--- src/rtl/mips_muldiv_unit_if.sv ---
// Request/result bundle between the MIPS datapath and the multiply/divide unit.
// The abort line exists only when MULDIV_ABORT_EN is defined.
interface mips_muldiv_unit_if #(
    parameter int WIDTH = 32
);
    logic             start;
    logic [1:0]       op;
    logic [WIDTH-1:0] SrcA;
    logic [WIDTH-1:0] SrcB;
    logic             busy;
    logic             done;
    logic [WIDTH-1:0] Hi;
    logic [WIDTH-1:0] Lo;
    logic             DivByZero;
`ifdef MULDIV_ABORT_EN
    logic             abort;

    modport master (
        output start, op, SrcA, SrcB, abort,
        input  busy, done, Hi, Lo, DivByZero
    );

    modport slave (
        input  start, op, SrcA, SrcB, abort,
        output busy, done, Hi, Lo, DivByZero
    );
`else
    modport master (
        output start, op, SrcA, SrcB,
        input  busy, done, Hi, Lo, DivByZero
    );

    modport slave (
        input  start, op, SrcA, SrcB,
        output busy, done, Hi, Lo, DivByZero
    );
`endif
endinterface

--- src/rtl/mips_muldiv_unit.sv ---
// Iterative MULT/MULTU/DIV/DIVU unit: shift-add multiply and restoring divide,
// one bit per clock on magnitudes, with sign correction in a final FIX cycle.
// Optional feature macro: MULDIV_ABORT_EN (adds abort in RUN/FIX).
module mips_muldiv_unit #(
    parameter int WIDTH = 32
) (
    input logic                clk,
    input logic                reset,
    mips_muldiv_unit_if.slave  bus
);
    localparam int CNT_W = $clog2(WIDTH) + 1;

    typedef enum logic [1:0] {
        IDLE = 2'd0,
        RUN  = 2'd1,
        FIX  = 2'd2,
        DONE = 2'd3
    } state_t;

    state_t             state_r;
    state_t             state_s;
    logic               is_div_r;
    logic               neg_q_r;    // product/quotient sign differs from magnitude
    logic               neg_a_r;    // dividend was negative (remainder sign)
    logic [CNT_W-1:0]   cnt_r;
    logic [WIDTH:0]     acc_r;      // partial product high half / partial remainder
    logic [WIDTH-1:0]   q_r;        // multiplier being consumed / quotient being built
    logic [WIDTH-1:0]   opnd_r;     // multiplicand or divisor magnitude
    logic [WIDTH-1:0]   hi_r;
    logic [WIDTH-1:0]   lo_r;
    logic               dbz_r;

    logic               abort_s;
    logic               a_neg_s;
    logic               b_neg_s;
    logic [WIDTH-1:0]   a_mag_s;
    logic [WIDTH-1:0]   b_mag_s;
    logic [WIDTH:0]     mul_sum_s;
    logic [WIDTH:0]     div_shift_s;
    logic [WIDTH+1:0]   div_diff_s;
    logic [2*WIDTH-1:0] prod_s;
    logic [2*WIDTH-1:0] prod_fix_s;
    logic [WIDTH-1:0]   quo_fix_s;
    logic [WIDTH-1:0]   rem_fix_s;
    logic               dbz_s;

`ifdef MULDIV_ABORT_EN
    assign abort_s = bus.abort;
`else
    assign abort_s = 1'b0;
`endif

    // Operand magnitudes and signs as seen at the sampling edge
    always_comb begin
        a_neg_s = bus.op[0] & bus.SrcA[WIDTH-1];
        b_neg_s = bus.op[0] & bus.SrcB[WIDTH-1];
        if (a_neg_s) begin
            a_mag_s = -bus.SrcA;
        end else begin
            a_mag_s = bus.SrcA;
        end
        if (b_neg_s) begin
            b_mag_s = -bus.SrcB;
        end else begin
            b_mag_s = bus.SrcB;
        end
    end

    // One multiply step and one restoring-divide step, plus the FIX-stage sign correction
    always_comb begin
        if (q_r[0]) begin
            mul_sum_s = acc_r + {1'b0, opnd_r};
        end else begin
            mul_sum_s = acc_r;
        end
        div_shift_s = {acc_r[WIDTH-1:0], q_r[WIDTH-1]};
        div_diff_s  = {1'b0, div_shift_s} - {2'b00, opnd_r};

        prod_s = {acc_r[WIDTH-1:0], q_r};
        dbz_s  = is_div_r & (opnd_r == {WIDTH{1'b0}});
        if (neg_q_r) begin
            prod_fix_s = -prod_s;
        end else begin
            prod_fix_s = prod_s;
        end
        // Divide by zero leaves the loop with quotient all ones and remainder |SrcA|;
        // the remainder sign fix then restores the original SrcA in Hi.
        if (dbz_s) begin
            quo_fix_s = {WIDTH{1'b1}};
        end else if (neg_q_r) begin
            quo_fix_s = -q_r;
        end else begin
            quo_fix_s = q_r;
        end
        if (neg_a_r) begin
            rem_fix_s = -acc_r[WIDTH-1:0];
        end else begin
            rem_fix_s = acc_r[WIDTH-1:0];
        end
    end

    // Next-state logic; abort pre-empts the RUN/FIX transitions
    always_comb begin
        state_s = state_r;
        case (state_r)
            IDLE: begin
                if (bus.start) begin
                    state_s = RUN;
                end else begin
                    state_s = IDLE;
                end
            end
            RUN: begin
                if (abort_s) begin
                    state_s = IDLE;
                end else if (cnt_r == CNT_W'(WIDTH - 1)) begin
                    state_s = FIX;
                end else begin
                    state_s = RUN;
                end
            end
            FIX: begin
                if (abort_s) begin
                    state_s = IDLE;
                end else begin
                    state_s = DONE;
                end
            end
            DONE:    state_s = IDLE;
            default: state_s = IDLE;
        endcase
    end

    // State register
    always_ff @(posedge clk or posedge reset) begin
        if (reset) begin
            state_r <= IDLE;
        end else begin
            state_r <= state_s;
        end
    end

    // Operand latch, iteration datapath and result registers
    always_ff @(posedge clk or posedge reset) begin
        if (reset) begin
            is_div_r <= 1'b0;
            neg_q_r  <= 1'b0;
            neg_a_r  <= 1'b0;
            cnt_r    <= {CNT_W{1'b0}};
            acc_r    <= {(WIDTH+1){1'b0}};
            q_r      <= {WIDTH{1'b0}};
            opnd_r   <= {WIDTH{1'b0}};
            hi_r     <= {WIDTH{1'b0}};
            lo_r     <= {WIDTH{1'b0}};
            dbz_r    <= 1'b0;
        end else begin
            case (state_r)
                IDLE: begin
                    if (bus.start) begin
                        is_div_r <= bus.op[1];
                        neg_q_r  <= a_neg_s ^ b_neg_s;
                        neg_a_r  <= a_neg_s;
                        cnt_r    <= {CNT_W{1'b0}};
                        acc_r    <= {(WIDTH+1){1'b0}};
                        if (bus.op[1]) begin
                            q_r    <= a_mag_s;
                            opnd_r <= b_mag_s;
                        end else begin
                            q_r    <= b_mag_s;
                            opnd_r <= a_mag_s;
                        end
                    end
                end
                RUN: begin
                    if (!abort_s) begin
                        cnt_r <= cnt_r + CNT_W'(1);
                        if (is_div_r) begin
                            if (!div_diff_s[WIDTH+1]) begin
                                acc_r <= div_diff_s[WIDTH:0];
                                q_r   <= {q_r[WIDTH-2:0], 1'b1};
                            end else begin
                                acc_r <= div_shift_s;
                                q_r   <= {q_r[WIDTH-2:0], 1'b0};
                            end
                        end else begin
                            acc_r <= {1'b0, mul_sum_s[WIDTH:1]};
                            q_r   <= {mul_sum_s[0], q_r[WIDTH-1:1]};
                        end
                    end
                end
                FIX: begin
                    if (!abort_s) begin
                        if (is_div_r) begin
                            hi_r  <= rem_fix_s;
                            lo_r  <= quo_fix_s;
                            dbz_r <= dbz_s;
                        end else begin
                            hi_r  <= prod_fix_s[2*WIDTH-1:WIDTH];
                            lo_r  <= prod_fix_s[WIDTH-1:0];
                            dbz_r <= 1'b0;
                        end
                    end
                end
                DONE: begin
                    cnt_r <= {CNT_W{1'b0}};
                end
                default: begin
                    cnt_r <= {CNT_W{1'b0}};
                end
            endcase
        end
    end

    assign bus.busy      = (state_r != IDLE);
    assign bus.done      = (state_r == DONE);
    assign bus.Hi        = hi_r;
    assign bus.Lo        = lo_r;
    assign bus.DivByZero = dbz_r;
endmodule
--- src/flat_wrapper.sv ---
// flat-port wrapper written by rule: the top's interface ports become plain ports
module mips_muldiv_unit_flat 
#(
    parameter int WIDTH = 32
)
  (clk, reset, bus_start, bus_op, bus_SrcA, bus_SrcB, bus_busy, bus_done, bus_Hi, bus_Lo, bus_DivByZero);
  mips_muldiv_unit_if #(.WIDTH(WIDTH)) bus_i ();
  input logic clk;
  input logic reset;
  input wire logic [$bits(bus_i.start)-1:0] bus_start;
  input wire logic [$bits(bus_i.op)-1:0] bus_op;
  input wire logic [$bits(bus_i.SrcA)-1:0] bus_SrcA;
  input wire logic [$bits(bus_i.SrcB)-1:0] bus_SrcB;
  output wire logic [$bits(bus_i.busy)-1:0] bus_busy;
  output wire logic [$bits(bus_i.done)-1:0] bus_done;
  output wire logic [$bits(bus_i.Hi)-1:0] bus_Hi;
  output wire logic [$bits(bus_i.Lo)-1:0] bus_Lo;
  output wire logic [$bits(bus_i.DivByZero)-1:0] bus_DivByZero;
  assign bus_i.start = bus_start;
  assign bus_i.op = bus_op;
  assign bus_i.SrcA = bus_SrcA;
  assign bus_i.SrcB = bus_SrcB;
  assign bus_busy = bus_i.busy;
  assign bus_done = bus_i.done;
  assign bus_Hi = bus_i.Hi;
  assign bus_Lo = bus_i.Lo;
  assign bus_DivByZero = bus_i.DivByZero;
  mips_muldiv_unit #(.WIDTH(WIDTH)) u_core (.clk(clk), .reset(reset), .bus(bus_i));
endmodule
--- config.mk ---
export PLATFORM = sky130hd
export DESIGN_NAME = mips_muldiv_unit_flat
export DESIGN_NICKNAME = d
export VERILOG_FILES = /design/src/rtl/mips_muldiv_unit_if.sv /design/src/rtl/mips_muldiv_unit.sv /design/src/flat_wrapper.sv
export SDC_FILE = /design/constraint.sdc
export NUM_CORES = 1
export LEC_CHECK = 0
export CORE_ASPECT_RATIO = 1.5
export CORE_MARGIN = 5
export CORE_UTILIZATION = 41
export CTS_CLUSTER_SIZE = 8
export DETAILED_ROUTE_END_ITERATION = 8
export PLACE_DENSITY = 0.69
export REMOVE_ABC_BUFFERS = 1
export SETUP_SLACK_MARGIN = 0.4
export SLEW_MARGIN = 20
export SYNTH_ARGS = -nofsm -noshare
export SYNTH_HDL_FRONTEND = slang
export SYNTH_SLANG_ARGS = --single-unit
--- constraint.sdc ---
create_clock -name clk -period 17.5 [get_ports clk]
set_input_delay 2.625 -clock clk [delete_from_list [all_inputs] [get_ports clk]]
set_output_delay 2.625 -clock clk [all_outputs]
set_load 0.01 [all_outputs]
==> results.yml, run 1 <==
yosys:
  synth-seq-area-share_pct: 29.8
  synth_top_family_by_area: "compound AO/OA/AOI/OAI gates"
  ys_ff_latch: 173
  synth_fa_ha_area_share_pct: 6.23
  synth_area_per_cell_sq_um: 7.76
  synth.distinct_cells: 73
  synthSimpleGateAreaFrac_pct: 19.0
  synth_compound_area_share_pct: 24.7
  synth_xor_area_share_pct: 10.3
  synth_edf_count: 0
  syn_area_sq_um: 14500
  synth_top_area_cell: "dfrtp_1"
  yosysTopAreaCellShare_pct: 29.8
  synthMuxAreaShare_pct: 5.22
  syn_inst: 1869
  synth_top_flop_cell: "dfrtp_1"
  synth_area_leaders: "dfrtp_1, a21oi_1, o21ai_0"
  ys_warn_count: 0
  async_reset_ff_share_pct: 100
min_path:
  whs_path_depth: 2
  hp-class: "flip-flop to flip-flop"
global_route:
  antenna_found_initial: 3
  grt_max_degree: 114
  grt_pass1_vias: 13900
  grt_pass1_wl_um: 74300
  grt_usage_pct: 23.7
  grt_overflow: 0
place:
  pre_cts_slack_ps: 10850
  dp.cells: 2385
  place.gp.congestion: 0.925
  dp_hpwl_um: 34800
  port_buffers: 135
  dpl_cell_area_sq_um: 16200
setup_path:
  path_class: "input pin to flip-flop"
  critPathMaxFanout: 5
  worst_setup_path_start_kind: "input pin"
  arrival_ps: 6580
  crit_required_ps: 17860
  end_kind: "flip-flop"
  rr_worst_depth: 9
clocking:
  post_cts_buffers: 0
  cts_resized: 0
  numCtsBuffers: 17
  clock-sinks: 173
  clk_latency_ps: 470
  cts_tree: "done"
  path_clk_slew_ps: 80
  clock-root-buffer: "clkbuf_16"
  h-tree-depth: 4
  cts_buffer_depth: 2
  cts_hold_buf: 0
timing:
  hold_viol: 0
  whs_ps: 477
  tightest_slew_ps: 1040
  rsz0062_at_grt: "false"
  fmaxAchievable_mhz: 161
  fin_setup_tns_ps: 0
  setup_viol: 0
  period_needed_ps: 6230
  slew_headroom_pct: 30.5
  fin_crit_sh_pct: 35.6
  maxSlewViolCount: 0
  fin_skew_ps: 11.1
  setup_ws_ps: 11270
floorplan:
  die_w_um: 164
  start_util_pct: 41.5
  die_area_sq_um: 39300
  die_h_um: 240
  core_area_sq_um: 35000
  ios: 136
  row_count: 84
routing:
  drc: 0
  wl_per_cell_um: 19.3
  vias_per_cell: 5.81
  drt_iter0_markers: 1074
  totalWireLength_um: 46600
  vias: 14100
  dr.pass1.iters: 6
  ant_nets: 0
final_layout:
  post_layout_nonfiller_instances: 2420
  drive_gt1_share_pct: 4.58
  nets: 2071
  finalInstanceArea_sq_um: 16800
  utilization_pct: 48.0
  area_delta_synth_final_pct: 15.8
power:
  power_density_nw_per_um2: 174
  leakagePower_nw: 7.02
  power_mw: 2.92
  peakVddDrop_v: 0.0000719
status:
  status: "finished, final reports clean"
run:
  maxCapViolCount: 0
synth_stat cells (13+ instances only):
cell type and count:
ha_1 69, mux2_2 13, nor3_1 33, a211oi_1 15, nor2b_1 15, inv_1 66
a21oi_1 222, o211ai_1 16, a21o_1 33, nor2_1 187, nand2_1 218, mux2i_1 61
a31oi_1 18, o21ai_0 178, xnor2_1 82, dfrtp_1 173, nor4_1 23, o221ai_1 15
nand2b_1 19, xor2_1 89, clkbuf_1 96, nand3_1 26, o31ai_1 26
worst max-delay path, cell delays in order:
cell and delay, ps:
clkdlybuf4s50_1 480, inv_1 90, ha_1 180, or4b_2 610
nor3_1 570, nand3_1 300, nor3_1 690, inv_1 140
o31a_1 320, xor2_1 150, nor2_1 90, a211oi_1 60
a221o_1 280
path summary, 6_finish.rpt:
path / startpoint / end / slack [ps]
max: bus_SrcB[0] / u_core.q_r[30] / 11270
min: u_core.bus.Hi[17] / u_core.bus.Hi[17] / 480
max reg2reg: u_core.q_r[9] / u_core.bus.Hi[16] / 13270
min reg2reg: u_core.bus.Hi[17] / u_core.bus.Hi[17] / 480
max in group asynchronous: reset / u_core.is_div_r / 13360
min in group asynchronous: reset / u_core.cnt_r[5] / 2700
placed cells by master (no fill, tap or decap), types with 10 or more instances in the layout:
master           instances
o21ai_1                 10
nor2_1                 186
nand3_1                 26
inv_1                   65
a21o_1                  33
xor2_1                  89
nand2b_1                17
o31ai_1                 26
xnor2_1                 82
nor2b_1                 15
o211ai_1                16
a21oi_1                220
o221ai_1                15
buf_4                   17
nor4_1                  23
ha_1                    69
a31oi_1                 18
clkdlybuf4s50_1        134
or3_1                   11
a211oi_1                15
nand2_1                217
dfrtp_1                172
mux2_2                  13
nor3_1                  33
o21ai_0                178
and3_1                  10
clkbuf_16               17
or4_1                   12
mux2i_1                 61
registers in the layout (all words and copies together), names as in the netlist, named ones only:
name and flops:
u_core.state_r 1, u_core.opnd_r 32, u_core.bus.Lo 32, u_core.neg_a_r 1
u_core.q_r 32, u_core.cnt_r 6, u_core.bus.DivByZero 1, u_core.is_div_r 1
u_core.bus.Hi 32, u_core.acc_r 33, u_core.neg_q_r 1
per-layer routing:
metal,wire (um),global-route usage (%)
met2,23300,41.3
met4,2380,12.4
met3,2380,3.57
met1,18600,28.0
met5,0,0
final cells by class:
| cell class | instances | area [sq um] |
|---|---|---|
| well taps | 473 | 592 |
| diodes | 3 | 7.51 |
| flip-flops and latches | 173 | 4330 |
| repair buffers | 152 | 1470 |
| fillers | 3390 | 18200 |
| inverters | 66 | 255 |
| clock buffers | 19 | 443 |
| multi-input cells | 1521 | 9540 |
| clock inverters | 13 | 153 |
kinds of logic (layout without fill, tap and decap cells):
group                      count (synthesis)  in the layout
other                                      0              3
AOI/OAI and AO/OA                        605            605
adders and majority gates                 71             71
buffers and inverters                    175            250
muxes                                     74             74
xor gates and xnor gates                 171            171
DFF                                      173            173
and+or+nand+nor                          600            600
power breakdown:
part	internal (mW)	switching (mW)
clock	0.218	0.186
combinational	0.759	1.01
sequential	0.507	0.242
total	1.48	1.43
Power figures use the tool's default switching activity.
==> run 2, diff against run 1 <==
--- a/config.mk
+++ b/config.mk
@@ -10,7 +10,7 @@
 export CORE_UTILIZATION = 41
 export CTS_CLUSTER_SIZE = 8
 export DETAILED_ROUTE_END_ITERATION = 8
-export PLACE_DENSITY = 0.69
+export PLACE_DENSITY = 0.72
 export REMOVE_ABC_BUFFERS = 1
 export SETUP_SLACK_MARGIN = 0.4
 export SLEW_MARGIN = 20
==> constraint.sdc (replaced) <==
create_clock -name clk -period 5.2 [get_ports clk]
set_input_delay 0.78 -clock clk [delete_from_list [all_inputs] [get_ports clk]]
set_output_delay 0.78 -clock clk [all_outputs]
set_load 0.01 [all_outputs]
==> run 2 against run 1 <==
Net effect:
- worst hold slack gained 0.97 ps
- sequential power grew to 3.4 times the previous value
- via count shrank 1.0%
- flip-flop and latch count is the same
- worst setup slack lost 10000 ps
- clock power grew to 3.3 times the previous value
- sequential share of layout area is essentially flat
- critical path type is now flip-flop to flip-flop
==> results.yml, run 2 (same netlist as run 1, synthesis figures left out) <==
global_route:
  grt_max_degree: 91
  grt_pass1_vias: 13800
  grt_usage_pct: 23.7
  grt_pass1_wl_um: 74300
  antenna_found_initial: 3
  grt_overflow: 0
setup_path:
  crit_required_ps: 5590
  path_common_cell: "or4_4"
  cp-startpoint: "u_core.q_r[9]"
  critPathMaxFanout: 8
  worst_setup_path_start_kind: "flip-flop"
  crit_family: "simple AND/OR/NAND/NOR gates"
  crit_end: "u_core.bus.Hi[16]"
  crit_chain: "or4_4, or4_4, nor3_4, nand3_1, nor4_1, a21oi_1, nor4b_1, o21ai_0, a31oi_1"
  end_kind: "flip-flop"
  crit_path_top_delay_cell: "nor4b_1"
  path_class: "flip-flop to flip-flop"
  timing.rr.end: "u_core.bus.Hi[16]"
  arrival_ps: 4450
  cp_num_buf_inv: 0
  path_depth: 9
  slowest_delay_ps: 690
  rr_worst_depth: 9
  worstReg2RegStart: "u_core.q_r[9]"
  ff2ff_setup_slack_ps: 1140
routing:
  dr.pass1.iters: 6
  wl_per_cell_um: 19.3
  met2_length_um: 23300
  wl_met1_um: 18700
  drt_iter0_markers: 1047
  totalWireLength_um: 46700
  vias: 13900
  vias_per_cell: 5.74
  drc: 0
  ant_nets: 0
  met3_length_um: 2210
  top_layer_used: "met4"
timing:
  fin_skew_ps: 15.6
  slew_headroom_pct: 37.4
  period_needed_ps: 4060
  setup_ws_ps: 1140
  whs_ps: 478
  fmaxAchievable_mhz: 246
  rsz0062_at_grt: "false"
  maxSlewViolCount: 0
  setup_viol: 0
  fin_crit_sh_pct: 78.1
  hold_viol: 0
  tightest_slew_ps: 931
power:
  power_density_nw_per_um2: 583
  p_int_mw: 4.99
  clockPowerShare_pct: 13.5
  peakVddDrop_v: 0.000272
  switching_share_pct: 49.1
  pwr-share-seq_pct: 25.7
  leakagePower_nw: 7.04
  power.switching_mw: 4.82
  pwr-share-comb_pct: 60.7
final_layout:
  multiInputGateArea_sq_um: 9540
  utilization_pct: 48.1
  layout_common_cells: "a21oi_1, nand2_1, nor2_1"
  drive_gt1_share_pct: 4.77
  fillers: 3395
  final_common_cell: "a21oi_1"
  largest_reg_flops: 33
  nets: 2078
  seq_area_sq_um: 4330
  finalInstanceArea_sq_um: 16800
  regMostFlops: "u_core.acc_r"
  area_delta_synth_final_pct: 16.0
floorplan:
  ios: 136
  start_util_pct: 41.5
  row_count: 84
  die_h_um: 240
  die_area_sq_um: 39300
  die_w_um: 164
  core_area_sq_um: 35000
min_path:
  whs_path_depth: 2
  hp-class: "flip-flop to flip-flop"
clocking:
  clock-root-buffer: "clkbuf_16"
  path_clk_slew_ps: 80
  clk_latency_ps: 460
  cts_tree: "done"
  cts_resized: 0
  clock-sinks: 173
  cts_buffer_depth: 2
  h-tree-depth: 4
  post_cts_buffers: 0
  numCtsBuffers: 17
  cts_hold_buf: 0
place:
  dp_hpwl_um: 35600
  dpl_cell_area_sq_um: 16200
  port_buffers: 135
  pre_cts_slack_ps: 698
  place.gp.congestion: 0.924
run:
  maxCapViolCount: 0
status:
  status: "finished, final reports clean"
## run 2: routing by layer
layer,vias to the layer above,track usage [%]
met5,-,0
met4,0,12.9
met3,128,3.53
met2,477,41.6
met1,6506,27.6
li1,6803,-
## run 2: worst min path at each step
| stage | start | to | slack [ps] |
|---|---|---|---|
| finish | u_core.bus.Hi[12] | u_core.bus.Hi[12] | 480 |
| global route | u_core.bus.Hi[27] | u_core.bus.Hi[27] | 510 |
| CTS | u_core.bus.Hi[18] | u_core.bus.Hi[18] | 490 |
| detailed placement | u_core.bus.Hi[18] | u_core.bus.Hi[18] | 470 |
| global placement | u_core.cnt_r[5] | u_core.cnt_r[5] | 460 |
| floorplan | u_core.cnt_r[5] | u_core.cnt_r[5] | 450 |
## run 2: through the flow
stage / setup TNS (ps) / cells / power (mW)
floorplan: -56120 / 1760 / 6.81
global placement: 0 / 2392 / 8.26
detailed placement: 0 / 2392 / 8.39
CTS: 0 / 2423 / 9.76
global route: 0 / 2426 / 10.6
finish: 0 / 2426 / 9.82
## run 2: final cells by class
cell class	count	share of cell area [%]
inverter	66	1.50
multi-input combinational	1521	56.7
antenna	3	0.0446
timing repair buffer	159	9.07
clock buffer	20	2.65
tap	473	3.52
clock inverter	11	0.803
sequential	173	25.7
## run 2: worst register-to-register path, stage by stage, from the launching register on
cell and delay, ps:
dfrtp_1 470, or4_4 590, or4_4 460, nor3_4 190
nand3_1 170, nor4_1 640, a21oi_1 410, nor4b_1 690
o21ai_0 170, a31oi_1 190
## run 2: power groups by stage
stage                     clock, mW  combinational [mW]  sequential, mW
after floorplan                   0                4.53            2.28
after global placement            0                5.75            2.51
after detailed placement          0                5.87            2.52
after CTS                      1.35                5.91            2.50
after global routing           1.39                6.67            2.57
final                          1.33                5.96            2.53
